===== src/rtl/dmem_init_loader_if.sv =====
// rtl/dmem_init_loader_if.sv - byte stream in / memory init port out bundle for dmem_init_loader
interface dmem_init_loader_if;
    logic        i_valid;
    logic [7:0]  i_data;
    logic        o_ready;
    logic        i_stall;
    logic [3:0]  o_init_wen;
    logic [31:0] o_init_addr;
    logic [31:0] o_init_data;
    logic        o_init_done;
    logic        o_err;

    modport master (
        output i_valid, i_data, i_stall,
        input  o_ready, o_init_wen, o_init_addr, o_init_data, o_init_done, o_err
    );

    modport slave (
        input  i_valid, i_data, i_stall,
        output o_ready, o_init_wen, o_init_addr, o_init_data, o_init_done, o_err
    );
endinterface


===== src/rtl/dmem_init_loader.sv =====
// rtl/dmem_init_loader.sv - assembles a little-endian byte stream into words for the dmem init port
// Optional trailing checksum word enabled by DMEM_INIT_LOADER_CKSUM_EN.
module dmem_init_loader #(
    parameter logic [31:0] BASE_ADDR = 32'h0000_0000,
    parameter int unsigned MAX_WORDS = 4096
) (
    input  logic              CLK,
    input  logic              RST_X,
    dmem_init_loader_if.slave bus
);
    typedef enum logic [2:0] {S_HDR, S_DATA, S_WRITE, S_CKSUM, S_DONE} state_t;

`ifdef DMEM_INIT_LOADER_CKSUM_EN
    localparam state_t TAIL = S_CKSUM;
`else
    localparam state_t TAIL = S_DONE;
`endif
    localparam logic [31:0] MAX_W = 32'(MAX_WORDS);

    state_t      state;
    state_t      state_nxt;
    logic        ready_q;
    logic        ready_nxt;
    logic        err_q;
    logic [1:0]  byte_idx;
    logic [23:0] shreg;
    logic [31:0] n_words;
    logic [31:0] word_cnt;
    logic [31:0] init_addr;
    logic [31:0] init_data;
    logic        take;
    logic        last_byte;
    logic        commit;
    logic [31:0] asm_word;
`ifdef DMEM_INIT_LOADER_CKSUM_EN
    logic [31:0] cksum;
`endif

    // shreg holds the previous three bytes; the current byte completes the word
    assign asm_word  = {bus.i_data, shreg};
    assign take      = bus.i_valid & ready_q;
    assign last_byte = take & (byte_idx == 2'd3);
    assign commit    = (state == S_WRITE) & ~bus.i_stall;

    always_ff @(posedge CLK or negedge RST_X) begin
        if (!RST_X) begin
            state   <= S_HDR;
            ready_q <= 1'b0;
        end else begin
            state   <= state_nxt;
            ready_q <= ready_nxt;
        end
    end

    always_comb begin
        state_nxt = state;
        case (state)
            S_HDR:   if (last_byte) state_nxt = (asm_word == 32'd0) ? TAIL : S_DATA;
            S_DATA:  if (last_byte) state_nxt = S_WRITE;
            S_WRITE: if (commit) state_nxt = (word_cnt + 32'd1 == n_words) ? TAIL : S_DATA;
            S_CKSUM: if (last_byte) state_nxt = S_DONE;
            default: state_nxt = S_DONE;
        endcase
    end

    always_comb begin
        bus.o_init_wen  = (state == S_WRITE) ? 4'hF : 4'h0;
        bus.o_init_done = (state == S_DONE);
        ready_nxt       = (state_nxt == S_HDR) || (state_nxt == S_DATA) || (state_nxt == S_CKSUM);
    end

    always_ff @(posedge CLK or negedge RST_X) begin
        if (!RST_X) begin
            byte_idx  <= 2'd0;
            shreg     <= 24'd0;
            n_words   <= 32'd0;
            word_cnt  <= 32'd0;
            init_addr <= BASE_ADDR;
            init_data <= 32'd0;
            err_q     <= 1'b0;
`ifdef DMEM_INIT_LOADER_CKSUM_EN
            cksum     <= 32'd0;
`endif
        end else begin
            if (take) begin
                byte_idx <= byte_idx + 2'd1;
                shreg    <= asm_word[31:8];
            end
            if (last_byte && state == S_HDR) begin
                if (asm_word > MAX_W) begin
                    n_words <= MAX_W;
                    err_q   <= 1'b1;
                end else begin
                    n_words <= asm_word;
                end
            end
            if (last_byte && state == S_DATA) init_data <= asm_word;
            if (commit) begin
                init_addr <= init_addr + 32'd4;
                word_cnt  <= word_cnt + 32'd1;
            end
`ifdef DMEM_INIT_LOADER_CKSUM_EN
            if (commit) cksum <= cksum + init_data;
            if (last_byte && state == S_CKSUM && asm_word != cksum) err_q <= 1'b1;
`endif
        end
    end

    assign bus.o_ready     = ready_q;
    assign bus.o_init_addr = init_addr;
    assign bus.o_init_data = init_data;
    assign bus.o_err       = err_q;
endmodule

===== src/flat_wrapper.sv =====
// flat-port wrapper written by rule: the top's interface ports become plain ports
module dmem_init_loader_flat 
#(
    parameter logic [31:0] BASE_ADDR = 32'h0000_0000,
    parameter int unsigned MAX_WORDS = 4096
)
  (CLK, RST_X, bus_i_valid, bus_i_data, bus_i_stall, bus_o_ready, bus_o_init_wen, bus_o_init_addr, bus_o_init_data, bus_o_init_done, bus_o_err);
  dmem_init_loader_if bus_i ();
  input  logic CLK;
  input  logic RST_X;
  input wire logic [$bits(bus_i.i_valid)-1:0] bus_i_valid;
  input wire logic [$bits(bus_i.i_data)-1:0] bus_i_data;
  input wire logic [$bits(bus_i.i_stall)-1:0] bus_i_stall;
  output wire logic [$bits(bus_i.o_ready)-1:0] bus_o_ready;
  output wire logic [$bits(bus_i.o_init_wen)-1:0] bus_o_init_wen;
  output wire logic [$bits(bus_i.o_init_addr)-1:0] bus_o_init_addr;
  output wire logic [$bits(bus_i.o_init_data)-1:0] bus_o_init_data;
  output wire logic [$bits(bus_i.o_init_done)-1:0] bus_o_init_done;
  output wire logic [$bits(bus_i.o_err)-1:0] bus_o_err;
  assign bus_i.i_valid = bus_i_valid;
  assign bus_i.i_data = bus_i_data;
  assign bus_i.i_stall = bus_i_stall;
  assign bus_o_ready = bus_i.o_ready;
  assign bus_o_init_wen = bus_i.o_init_wen;
  assign bus_o_init_addr = bus_i.o_init_addr;
  assign bus_o_init_data = bus_i.o_init_data;
  assign bus_o_init_done = bus_i.o_init_done;
  assign bus_o_err = bus_i.o_err;
  dmem_init_loader #(.BASE_ADDR(BASE_ADDR), .MAX_WORDS(MAX_WORDS)) u_core (.CLK(CLK), .RST_X(RST_X), .bus(bus_i));
endmodule

===== config.mk =====
export PLATFORM = sky130hd
export DESIGN_NAME = dmem_init_loader_flat
export DESIGN_NICKNAME = d
export VERILOG_FILES = /design/src/rtl/dmem_init_loader_if.sv /design/src/rtl/dmem_init_loader.sv /design/src/flat_wrapper.sv
export SDC_FILE = /design/constraint.sdc
export NUM_CORES = 1
export LEC_CHECK = 0
export ABC_AREA = 0
export BUFFER_PORTS_ARGS = -buffer_cell sky130_fd_sc_hd__buf_2
export CORE_ASPECT_RATIO = 1.1
export CORE_MARGIN = 3
export CORE_UTILIZATION = 30
export DETAILED_ROUTE_END_ITERATION = 6
export SYNTH_ARGS = -nofsm -noshare
export SYNTH_HDL_FRONTEND = slang
export SYNTH_SLANG_ARGS = --single-unit

===== constraint.sdc =====
create_clock -name CLK -period 4 [get_ports CLK]
set_input_delay 0.8 -clock CLK [delete_from_list [all_inputs] [get_ports CLK]]
set_output_delay 0.8 -clock CLK [all_outputs]
set_load 0.02 [all_outputs]

# Yosys cells after proc, flatten, opt, wreduce, memory -nomap -nowiden
# Cells that the tools add are included.
# Widths: inputs -> output; s select.
[op_classes]
add_sub_neg = 3
order_cmp = 1
n_eq_ne = 8
muxes = 9
bitwise_logic = 4
reduce_logical = 8
[op_table]
columns = ["operator", "count"]
rows = [
  ["$add 32x1->32 const B", 1],
  ["$add 32x3->32 const B", 1],
  ["$eq 32x32->1", 1],
  ["$gt 32x13->1 const B", 1],
  ["$logic_not 32->1", 1],
  ["$mux 32", 1],
  ["$mux 3", 6],
  ["$pmux 3 s4", 1],
  ["$eq 3x2->1 const B", 3],
  ["$eq 3x1->1 const B", 2],
  ["$logic_not 3->1", 2],
  ["$mux 4", 1],
  ["$and 1x1->1", 3],
  ["$eq 3x3->1 const B", 1],
  ["$add 2x1->2 const B", 1],
  ["$eq 2x2->1 const B", 1],
  ["$logic_and 1x1->1", 2],
  ["$logic_or 1x1->1", 2],
  ["$reduce_and 2->1", 1],
  ["$not 1->1", 1],
]
[totals]
ff_bits = 159
out_inout_bits = 71
word_cells = 42

# Logic depth before layout (Yosys ltp)
# Gate-level depths: netlist of run 1.
[logic_depth]
word_depth = 8
ltp_mapped = 10
mapped_depth_nobuf = 9

# Worst setup path before layout of run 1
# OpenSTA, ideal clock, no wires.
[synth_path]
path_kind = "reg2reg"
startpoint = "register u_core.word_cnt[0]"
endpoint = "register u_core.ready_q (netlist: u_core.bus.o_ready)"
setup_time_ns = 0.169
arrival_time_ns = 2.409
required_time_ns = 3.831
slack_ns = 1.422
stages_incl_launch_ff = 11
n_path_buf = 1
synth_period_minus_slack_ns = 2.578
path_cell_list = "dfrtp_1 -> ha_1 -> nand3_1 -> or3_1 -> buf_2 -> a21oi_1 -> a21oi_1 -> nor4_2 -> or4b_1 -> o21ai_2 -> a211oi_1"
[synth_between]
elab_chain_cells = 8
word_cells_on_any_way = 10
cone_classes = "add/sub: 1; eq/ne: 3; mux: 3; reduce/logical: 3"
[synth_rtl]
columns = ["item", "line_no", "text"]
rows = [
  ["start: declaration", "dmem_init_loader.sv:28", "logic [31:0] word_cnt;"],
  ["start signal: assignment", "dmem_init_loader.sv:100", "word_cnt <= word_cnt + 32'd1;"],
  ["$add 32x1->32 (*)", "dmem_init_loader.sv:60", "S_WRITE: if (commit) state_nxt = (word_cnt + 32'd1 == n_words) ? TAIL : S_DATA;"],
  ["$eq 32x32->1 (*)", "dmem_init_loader.sv:60", ""],
  ["$mux 3 (*) (2 in series)", "dmem_init_loader.sv:60", ""],
  ["$pmux 3 s4 (*)", "dmem_init_loader.sv:57", "case (state)"],
  ["via u_core.state_nxt[2]", "dmem_init_loader.sv:21", "state_t state_nxt;"],
  ["$eq 3x1->1 / $logic_not 3->1 (equally long branches)", "dmem_init_loader.sv:69", "ready_nxt = (state_nxt == S_HDR) || (state_nxt == S_DATA) || (state_nxt == S_CKSUM);"],
  ["$logic_or 1x1->1", "dmem_init_loader.sv:69", ""],
  ["$logic_or 1x1->1 (*)", "dmem_init_loader.sv:69", ""],
  ["via u_core.ready_nxt", "dmem_init_loader.sv:23", "logic ready_nxt;"],
  ["end signal: assignment", "dmem_init_loader.sv:51", "ready_q <= ready_nxt;"],
  ["end: declaration", "dmem_init_loader.sv:22", "logic ready_q;"],
]
# Mark *: on every way through the listed nets, which the timed path passes. The rest lies on a longest branch.
# A chain may end at the register's enable or synchronous reset.

# Worst setup path in the final report of run 1
[layout_path]
startpoint = "register u_core.word_cnt[0]"
endpoint = "register u_core.state[0]"
[layout_between]
elab_chain_cells = 5
[layout_rtl]
columns = ["item", "line_no", "text"]
rows = [
  ["$add 32x1->32", "dmem_init_loader.sv:60", ""],
  ["$eq 32x32->1", "dmem_init_loader.sv:60", ""],
  ["$mux 3 (2 in series)", "dmem_init_loader.sv:60", ""],
  ["$pmux 3 s4", "dmem_init_loader.sv:57", ""],
  ["via u_core.state_nxt[0]", "dmem_init_loader.sv:21", ""],
  ["end signal: assignment", "dmem_init_loader.sv:50", "state <= state_nxt;"],
  ["end: declaration", "dmem_init_loader.sv:20", "state_t state;"],
]
# The timed path passes the listed nets, and every way through them passes these cells.

==> flow_summary.ini, run 1 <==
[outcome]
outcome = complete, no violations

[synth]
synth_edf_count = 0
syn_inst = 675
synth_warnings = 0
synthArstFlopShare = 1.00
synth_area_leaders = dfrtp_1, mux2_2, xnor2_1
synth.cell_area_um2 = 7440
synth-main-ff-cell = dfrtp_1
yosys.area.top_type_share = 0.528
ys_seq_elements = 157
yosysSeqAreaShare = 0.528
yosysUniqueCellTypes = 56
synth_top_area_cell = dfrtp_1
avgSynthCellArea_um2 = 11.0

[routing]
via_per_inst = 4.78
drtIter0Drc = 339
wirelength_um = 16200
ant_nets = 0
dr.pass1.iters = 4
wire_per_inst_um = 15.2
via_count = 5090
drc_errors = 0

[setup_path]
crit_chain = ha_1 > nand3_1 > or3_1 > a21oi_1 > o21ai_0 > a2111oi_0 > nand4_1 > nor4b_1 > nor2_1
worst_r2r_path_depth = 9
critPathLaunchType = register
cp_slowest_cell = a2111oi_0
cp-end-kind = register
critPathKind = reg2reg
reg2reg_to = u_core.state[0]$_DFF_PN0_
crit_path_max_incr_delay_ns = 0.59
rrSetupSlack_ns = 0.95
cp_max_fo = 6
reg2reg_from = u_core.word_cnt[0]$_DFFE_PN0P_
crit_arrival_ns = 3.36
cp.required_ns = 4.31

[clock_tree]
cts_buffers = 17
h-tree-depth = 4
ctsHoldBuffers = 0
cts_tree = done
post_cts_resized = 0
clock_path_buffers = 2
cts-root-buf = clkbuf_16
clk_pin_slew_ns = 0.06
clkLatencyLatePin_ns = 0.43
post-cts-setup-buffers = 0
cts.sinks = 157

[timing]
worst_slew_pin_slew_ns = 1.22
rsz0062_at_grt = false
finalSetupViolCount = 0
skew_ns = 0.0128
tns_ns = 0
max_clock_freq_ghz = 0.328
period_share = 0.763
period_minus_slack_ns = 3.05
hold_violations = 0
maxSlewHeadroom = 0.181
maxSlewViolCount = 0

[placement]
place_congestion = 0.887
port_buffers = 80
place_hpwl_um = 11600

[power]
powerDensity_nw_per_um2 = 616
p_switching_uw = 1790
p_clk_frac = 0.316
swShare = 0.332
seqPwrFrac = 0.436
pwr-share-comb = 0.248
cellLeakagePower_uw = 0.00401
total_power_uw = 5400
p_int_uw = 3610
irDropWorstVdd_mv = 0.407

[final_layout]
area_growth_syn_to_layout_pct = 17.7
nets = 762
antenna_cells = 0
drive_above_1_share = 0.257

[flow_run]
cap_violations = 0

[floorplan]
pin_count = 83
die_area_um2 = 26700
core_area_um2 = 24100
rows = 59
die_h_um = 171
fp.dieW_um = 156
initial_core_util = 0.309

[grt]
antenna_found_initial = 0
grt_pass1_wl_um = 26700
grt_use_total = 0.125
grt_pass1_vias = 4958
grt_overflow = 0
grt_max_degree = 88

[hold_path]
hold_path_class = in2async
-- registers in the layout, indices dropped and copies added (netlist names) --
register,cells
u_core.bus.o_err,1
u_core.word_cnt,32
u_core.bus.o_init_addr,30
u_core.n_words,32
u_core.byte_idx,2
u_core.bus.o_ready,1
u_core.bus.o_init_data,32
u_core.state,3
u_core.shreg,24
-- power by group through the flow --
stage	combinational [uW]	sequential, uW	clock [uW]
after floorplan	794	2460	0
after global placement	1340	2380	0
after detailed placement	1360	2390	0
after CTS	1370	2360	1740
after global routing	1470	2420	1810
final	1340	2360	1710
-- synthesized netlist by cell type (all sizes together) (4+ instances only) --
cell type,count
dfrtp,157
nand2,84
xnor2,63
mux2,57
nor2,43
xor2,40
nand4,24
and2,21
nand3,21
a21oi,19
buf,18
clkbuf,17
nor4,16
nor3,13
and3,12
o21ai,8
and4,5
inv,5
or4,5
nand2b,4
nor4b,4
o211ai,4
or2,4
-- metrics by stage --
step / cell area, um2 / instances / hold WS, ns / util / worst slack, ns
after CTS: 8770 / 1065 / 0.471 / 0.364 / 0.939
after detailed placement: 8140 / 1033 / 0.460 / 0.338 / 0.975
after global placement: 8140 / 1033 / 0.459 / 0.338 / 0.990
after global routing: 8770 / 1065 / 0.475 / 0.364 / 0.601
final: 8770 / 1065 / 0.431 / 0.364 / 0.948
after floorplan: 7450 / 676 / 0.453 / - / 1.42
-- worst max-delay path by stage --
stage | startpoint | end | slack, ns
3_3_place_gp | u_core.word_cnt[0]$_DFFE_PN0P_ | u_core.state[0]$_DFF_PN0_ | 0.99
2_1_floorplan | u_core.word_cnt[0]$_DFFE_PN0P_ | u_core.bus.o_ready$_DFF_PN0_ | 1.42
3_5_place_dp | u_core.word_cnt[0]$_DFFE_PN0P_ | u_core.state[0]$_DFF_PN0_ | 0.98
6_report | u_core.word_cnt[0]$_DFFE_PN0P_ | u_core.state[0]$_DFF_PN0_ | 0.95
4_1_cts | u_core.word_cnt[0]$_DFFE_PN0P_ | u_core.state[0]$_DFF_PN0_ | 0.94
5_1_grt | u_core.word_cnt[0]$_DFFE_PN0P_ | u_core.state[0]$_DFF_PN0_ | 0.60
-- layer usage --
metal / up-vias / GRT usage / share of wire
li1: 2482 / - / -
met1: 2482 / 0.175 / 0.48
met2: 109 / 0.189 / 0.47
met3: 17 / 0.0320 / 0.043
met4: 0 / 0.0404 / 0.014
met5: - / 0 / 0
-- critical path, delay by kind of cell, from the launching register on --
kind                     cells  cell delay, ns
AO/OA/AOI/OAI                3            0.86
AND/OR/NAND/NOR              5            1.36
flip-flops                   1            0.45
adder cells (fa/ha/maj)      1            0.27
-- cells by family after synthesis --
kind of cell / after synthesis / synth area share
other: 1 / 0.000504
buffers and inverters: 40 / 0.0255
DFF: 157 / 0.528
and+or+nand+nor: 265 / 0.190
muxes: 57 / 0.0862
adders and majority gates: 3 / 0.00504
AOI/OAI and AO/OA: 49 / 0.0434
xor gates and xnor gates: 103 / 0.121
-- cells in the final DEF, fill, tap and decap left out, drive strengths merged, types with 5 or more instances in the layout --
cell    synthesis  final
nor3           13     13
xnor2          63     63
dfrtp         157    157
buf            18     87
and2           21     21
nand3          21     21
inv             5     10
xor2           40     40
a21oi          19     19
o21ai           8      8
nor2           43     43
nand2          84     84
and3           12     12
and4            5      5
mux2           57     57
nor4           16     16
nand4          24     24
clkbuf         17     19
or4             5      5
-- cell type report --
type | instances | area (um2)
fill | 2405 | 15300
tap | 305 | 382
timing repair buffer | 87 | 472
inverter | 5 | 18.8
multi-input combinational | 479 | 3340
clock inverter | 13 | 180
clock buffer | 19 | 443
sequential | 157 | 3930
No activity file was read; power rests on OpenSTA's default activity.
==> run 2: changes to the inputs <==
- clock period: 4 -> 2.7 ns (I/O delays scaled with it)
==> run 2 against run 1 <==
  * Final area rose by 4.9%
  * Register-to-register slack got worse by 0.86 ns
  * Clock skew fell by 0.0023 ns
  * Combinational power rose by 57%
  * Die area did not move
  * Clock-buffer cell count fell by 2
  * Sequential share of layout area fell by 2.0 points
  * Flip-flop and latch count did not move
  * Non-clock buffer count rose by 43
  * Final cell count rose by 4.0%
  * Routed wire length rose by 5.5%
  * Global-route usage rose by 0.66 points
  * Highest routed layer unchanged
==> flow_summary.ini, run 2 (synthesis results as in run 1) <==
[clock_tree]
clkLatencyLatePin_ns = 0.43
h-tree-depth = 4
clock_path_buffers = 2
cts_tree = done
ctsHoldBuffers = 0
clk_pin_slew_ns = 0.07
cts.sinks = 157
cts-root-buf = clkbuf_16
cts_buffers = 17

[setup_path]
reg2reg_to = u_core.bus.o_ready$_DFF_PN0_
crit_arrival_ns = 2.91
crit_chain = nand4_1 > buf_4 > or4_4 > nor3_2 > o2111a_1 > o21ai_1 > or4b_4 > o21ai_2 > a211oi_1
cp_slowest_cell = or4_4
critPathLaunchType = register
reg2reg_from = u_core.word_cnt[1]$_DFFE_PN0P_
cp.required_ns = 2.99
rrSetupSlack_ns = 0.09
cp_max_fo = 5
worst_r2r_path_depth = 9
crit_path_max_incr_delay_ns = 0.52
startpoint = u_core.word_cnt[1]$_DFFE_PN0P_
cp-end-kind = register
critPathKind = reg2reg

[final_layout]
area_growth_syn_to_layout_pct = 23.5
drive_above_1_share = 0.319
final_cell_mix = dfrtp_1, nand2_1, buf_2, xnor2_1, mux2_2
antenna_cells = 0
nets = 805
stdcell_area_um2 = 9200
final_common_cell = dfrtp_1

[timing]
maxSlewViolCount = 0
period_minus_slack_ns = 2.61
hold_violations = 0
max_clock_freq_ghz = 0.382
maxSlewHeadroom = 0.593
period_share = 0.969
finalSetupViolCount = 0
layout_setup_ws_ns = 0.0850
worst_slew_pin_slew_ns = 0.610
skew_ns = 0.0106

[power]
p_int_uw = 5330
seqPwrFrac = 0.430
p_switching_uw = 2730
pwr-share-comb = 0.262
powerDensity_nw_per_um2 = 876
cellLeakagePower_uw = 0.00426
irDropWorstVdd_mv = 0.596
p_clk_frac = 0.307
total_power_uw = 8060
swShare = 0.339

[flow_run]
cap_violations = 0

[grt]
antenna_found_initial = 0
grt_pass1_wl_um = 28100
grt_use_total = 0.131
grt_overflow = 0
grt_pass1_vias = 5374
grt_max_degree = 64

[outcome]
outcome = complete, no violations

[floorplan]
rows = 59
core_area_um2 = 24100
die_h_um = 171
pin_count = 83
fp.dieW_um = 156
die_area_um2 = 26700
initial_core_util = 0.309

[routing]
drtIter0Drc = 376
drc_errors = 0
via_count = 5326
dr.pass1.iters = 4
wirelength_um = 17100
via_per_inst = 4.81
wire_per_inst_um = 15.4
ant_nets = 0

[placement]
port_buffers = 80
place_congestion = 0.932
place_hpwl_um = 12200
pre_cts_ws_ns = -0.156
placed_cell_area_um2 = 8440

[hold_path]
hold_path_class = in2async
## run 2: routing by layer
metal	up-vias	wire length (um)	GRT usage	part of all wire
met5	-	0	0	0
met3	28	615	0.0289	0.036
met1	2630	7860	0.173	0.46
met2	109	8230	0.208	0.48
li1	2559	-	-	-
met4	0	401	0.0575	0.023
## run 2: worst max-delay path: cells and delay by family, from the launching register on
family          cells  cell delay [ns]
simple gates        4             1.36
compound gates      4             0.50
flops               1             0.41
buf+inv             1             0.21
## run 2: layout make-up
class | instances | area [um2]
Tap cell | 305 | 382
Clock inverter | 15 | 190
Inverter | 5 | 18.8
Sequential cell | 157 | 3930
Timing Repair Buffer | 130 | 820
Fill cell | 2363 | 14900
Clock buffer | 17 | 425
Multi-Input combinational cell | 479 | 3430
## run 2: what timing repair did
action	CTS	global route
setup endpoints to repair	2	3
setup buffers	0	7
gates resized for setup	2	19
pin swaps	2	9
cloned	0	0
## run 2: worst max-delay path by stage
stage	endpoint	slack, ns	depth (start not counted)
after floorplan	u_core.bus.o_ready$_DFF_PN0_	0.12	10
after global placement	u_core.state[0]$_DFF_PN0_	-0.12	8
after detailed placement	u_core.state[0]$_DFF_PN0_	-0.16	8
after CTS	u_core.bus.o_ready$_DFF_PN0_	0.0004	9
after global routing	u_core.state[0]$_DFF_PN0_	-0.06	9
final	u_core.bus.o_ready$_DFF_PN0_	0.09	9
## run 2: power by group through the flow
| stage | Sequential [uW] | Clock, uW | Combinational, uW |
|---|---|---|---|
| after floorplan | 3640 | 0 | 1180 |
| after global placement | 3500 | 0 | 2060 |
| after detailed placement | 3510 | 0 | 2090 |
| after CTS | 3480 | 2540 | 2100 |
| after global routing | 3550 | 2650 | 2330 |
| final | 3470 | 2480 | 2110 |
## run 2: per-stage QoR
| step | instances | util | TNS, ns | hold slack (ns) |
|---|---|---|---|---|
| after global routing | 1108 | 0.382 | -0.0762 | 0.144 |
| after CTS | 1101 | 0.377 | 0 | 0.117 |
| after global placement | 1069 | 0.351 | -0.139 | 0.457 |
| after detailed placement | 1069 | 0.351 | -0.218 | 0.458 |
| after floorplan | 676 | - | 0 | 0.244 |
| final | 1108 | 0.382 | 0 | 0.106 |
==> run 3: changes to the inputs <==
- REMOVE_ABC_BUFFERS: unset -> 1
==> run 3 against run 2 <==
  * Routed wire length decreased by 0.18%
  * Final area increased by 0.56%
  * Hold slack got worse by 0.046 ns
  * Core utilization increased by 0.21 points
  * Flip-flop and latch count unchanged
  * Maximum frequency increased by 1.9%
  * Clock-buffer cell count increased by 3
  * Worst setup slack improved by 0.048 ns
  * Sequential power decreased by 1%
  * Critical endpoint unchanged
  * Highest routed layer unchanged
==> flow_summary.ini, run 3 (synthesis results as in run 1) <==
[outcome]
outcome = complete, no violations

[grt]
grt_pass1_vias = 5295
grt_overflow = 0
grt_pass1_wl_um = 27700
grt_use_total = 0.130
grt_max_degree = 54
antenna_found_initial = 0

[final_layout]
antenna_cells = 0
fill_cells = 2395
area_growth_syn_to_layout_pct = 24.2
drive_above_1_share = 0.333
final_common_cell = dfrtp_1
final_cell_mix = dfrtp_1, nand2_1, buf_2, xnor2_1, buf_4
fin_util = 0.384
fin_cells = 1120
final-seq-area_um2 = 3930
nets = 817
multi_input_area_um2 = 3440

[setup_path]
critPathKind = reg2reg
cp_max_fo = 5
cp-end-kind = register
crit_arrival_ns = 2.85
cp.required_ns = 2.98
critPathLaunchType = register

[routing]
via_count = 5339
wirelength_um = 17100
dr.pass1.iters = 5
drtIter0Drc = 230
via_per_inst = 4.77
wire_per_inst_um = 15.2
drc_errors = 0
ant_nets = 0

[timing]
maxSlewHeadroom = 0.634
max_clock_freq_ghz = 0.390
skew_ns = 0.0102
worst_slew_pin_slew_ns = 0.544
period_minus_slack_ns = 2.57
rsz0062_at_grt = false
period_share = 0.951
maxSlewViolCount = 0
finalSetupViolCount = 0
hold_violations = 0

[placement]
place_hpwl_um = 12300
place_congestion = 0.863
port_buffers = 80
place_inst = 1085

[power]
seqPwrFrac = 0.433
pwr-share-comb = 0.271
powerDensity_nw_per_um2 = 855
irDropWorstVdd_mv = 0.585
cellLeakagePower_uw = 0.00427
total_power_uw = 7910
p_clk_frac = 0.296
p_int_uw = 5230
p_switching_uw = 2670
swShare = 0.338

[floorplan]
fp.dieW_um = 156
rows = 59
die_h_um = 171
initial_core_util = 0.309
core_area_um2 = 24100
pin_count = 83
die_area_um2 = 26700

[flow_run]
cap_violations = 0

[clock_tree]
cts_buffers = 17
h-tree-depth = 4
ctsHoldBuffers = 0
clock_path_buffers = 2
clkLatencyLatePin_ns = 0.42
clk_pin_slew_ns = 0.07
cts_tree = done
cts.sinks = 157
cts-root-buf = clkbuf_16

[hold_path]
hold_path_class = in2async
## run 3: cell types whose count changed in the layout (fill, tap and decap cells not counted), sizes merged
cell and change:
buf +12, bufinv -1, clkbuf +3, clkinv -2
clkinvlp +3, inv -3
## run 3: worst paths after layout
kind / from / endpoint / slack (ns) / cells after the start
setup reg to reg: u_core.word_cnt[5]$_DFFE_PN0P_ / u_core.bus.o_ready$_DFF_PN0_ / 0.13 / 8
setup / recovery: u_core.word_cnt[5]$_DFFE_PN0P_ / u_core.bus.o_ready$_DFF_PN0_ / 0.13 / 8
min in group CLK: bus_i_stall / u_core.bus.o_ready$_DFF_PN0_ / 0.36 / 2
max in group asynchronous: RST_X / u_core.bus.o_err$_DFFE_PN0P_ / 1.83 / 2
hold reg to reg: u_core.bus.o_init_addr[31]$_DFFE_PN0P_ / u_core.bus.o_init_addr[31]$_DFFE_PN0P_ / 0.47 / 1
hold / removal: RST_X / u_core.shreg[23]$_DFFE_PN0P_ / 0.06 / 1
## run 3: critical path: stages (launching register included)
cell      delay (ns)
dfrtp_1         0.43
nand3_2         0.22
or4_4           0.62
nor3_2          0.16
o2111a_1        0.23
o21ai_1         0.08
or4b_4          0.49
o21ai_2         0.14
a211oi_1        0.06
## run 3: final cells by class
class	instances	area share
clock inverters	12	0.0134
flip-flops and latches	157	0.425
multi-input cells	479	0.372
well taps	305	0.0413
clock buffers	20	0.0483
repair buffers	142	0.0974
inverters	5	0.00203
## run 3: power groups by stage
stage	Combinational (uW)	Clock [uW]	Sequential [uW]
after global routing	2360	2510	3520
after floorplan	1070	0	3690
final	2140	2340	3420
after CTS	2160	2390	3430
after detailed placement	2150	0	3470
after global placement	2120	0	3460
## run 3: routing by layer
metal	up-vias	track usage	wire length, um
met3	19	0.0340	963
met2	132	0.205	8180
met5	-	0	0
li1	2587	-	-
met4	0	0.0404	240
met1	2601	0.176	7690
## run 3: per-stage QoR
step / setup TNS (ns) / area [um2] / worst slack (ns) / hold WS, ns
5_1_grt: 0 / 9250 / 0.0106 / 0.0790
3_3_place_gp: 0 / 8550 / 0.0962 / 0.446
4_1_cts: 0 / 9120 / 0.0151 / 0.0714
3_5_place_dp: 0 / 8550 / 0.0170 / 0.460
6_report: 0 / 9250 / 0.133 / 0.0599
2_1_floorplan: -84.91 / 7280 / -2.09 / 0.244
## run 3: what timing repair did
action	in CTS	in global routing
resized for setup	0	25
setup endpoints to repair	0	3
buffers inserted	0	3
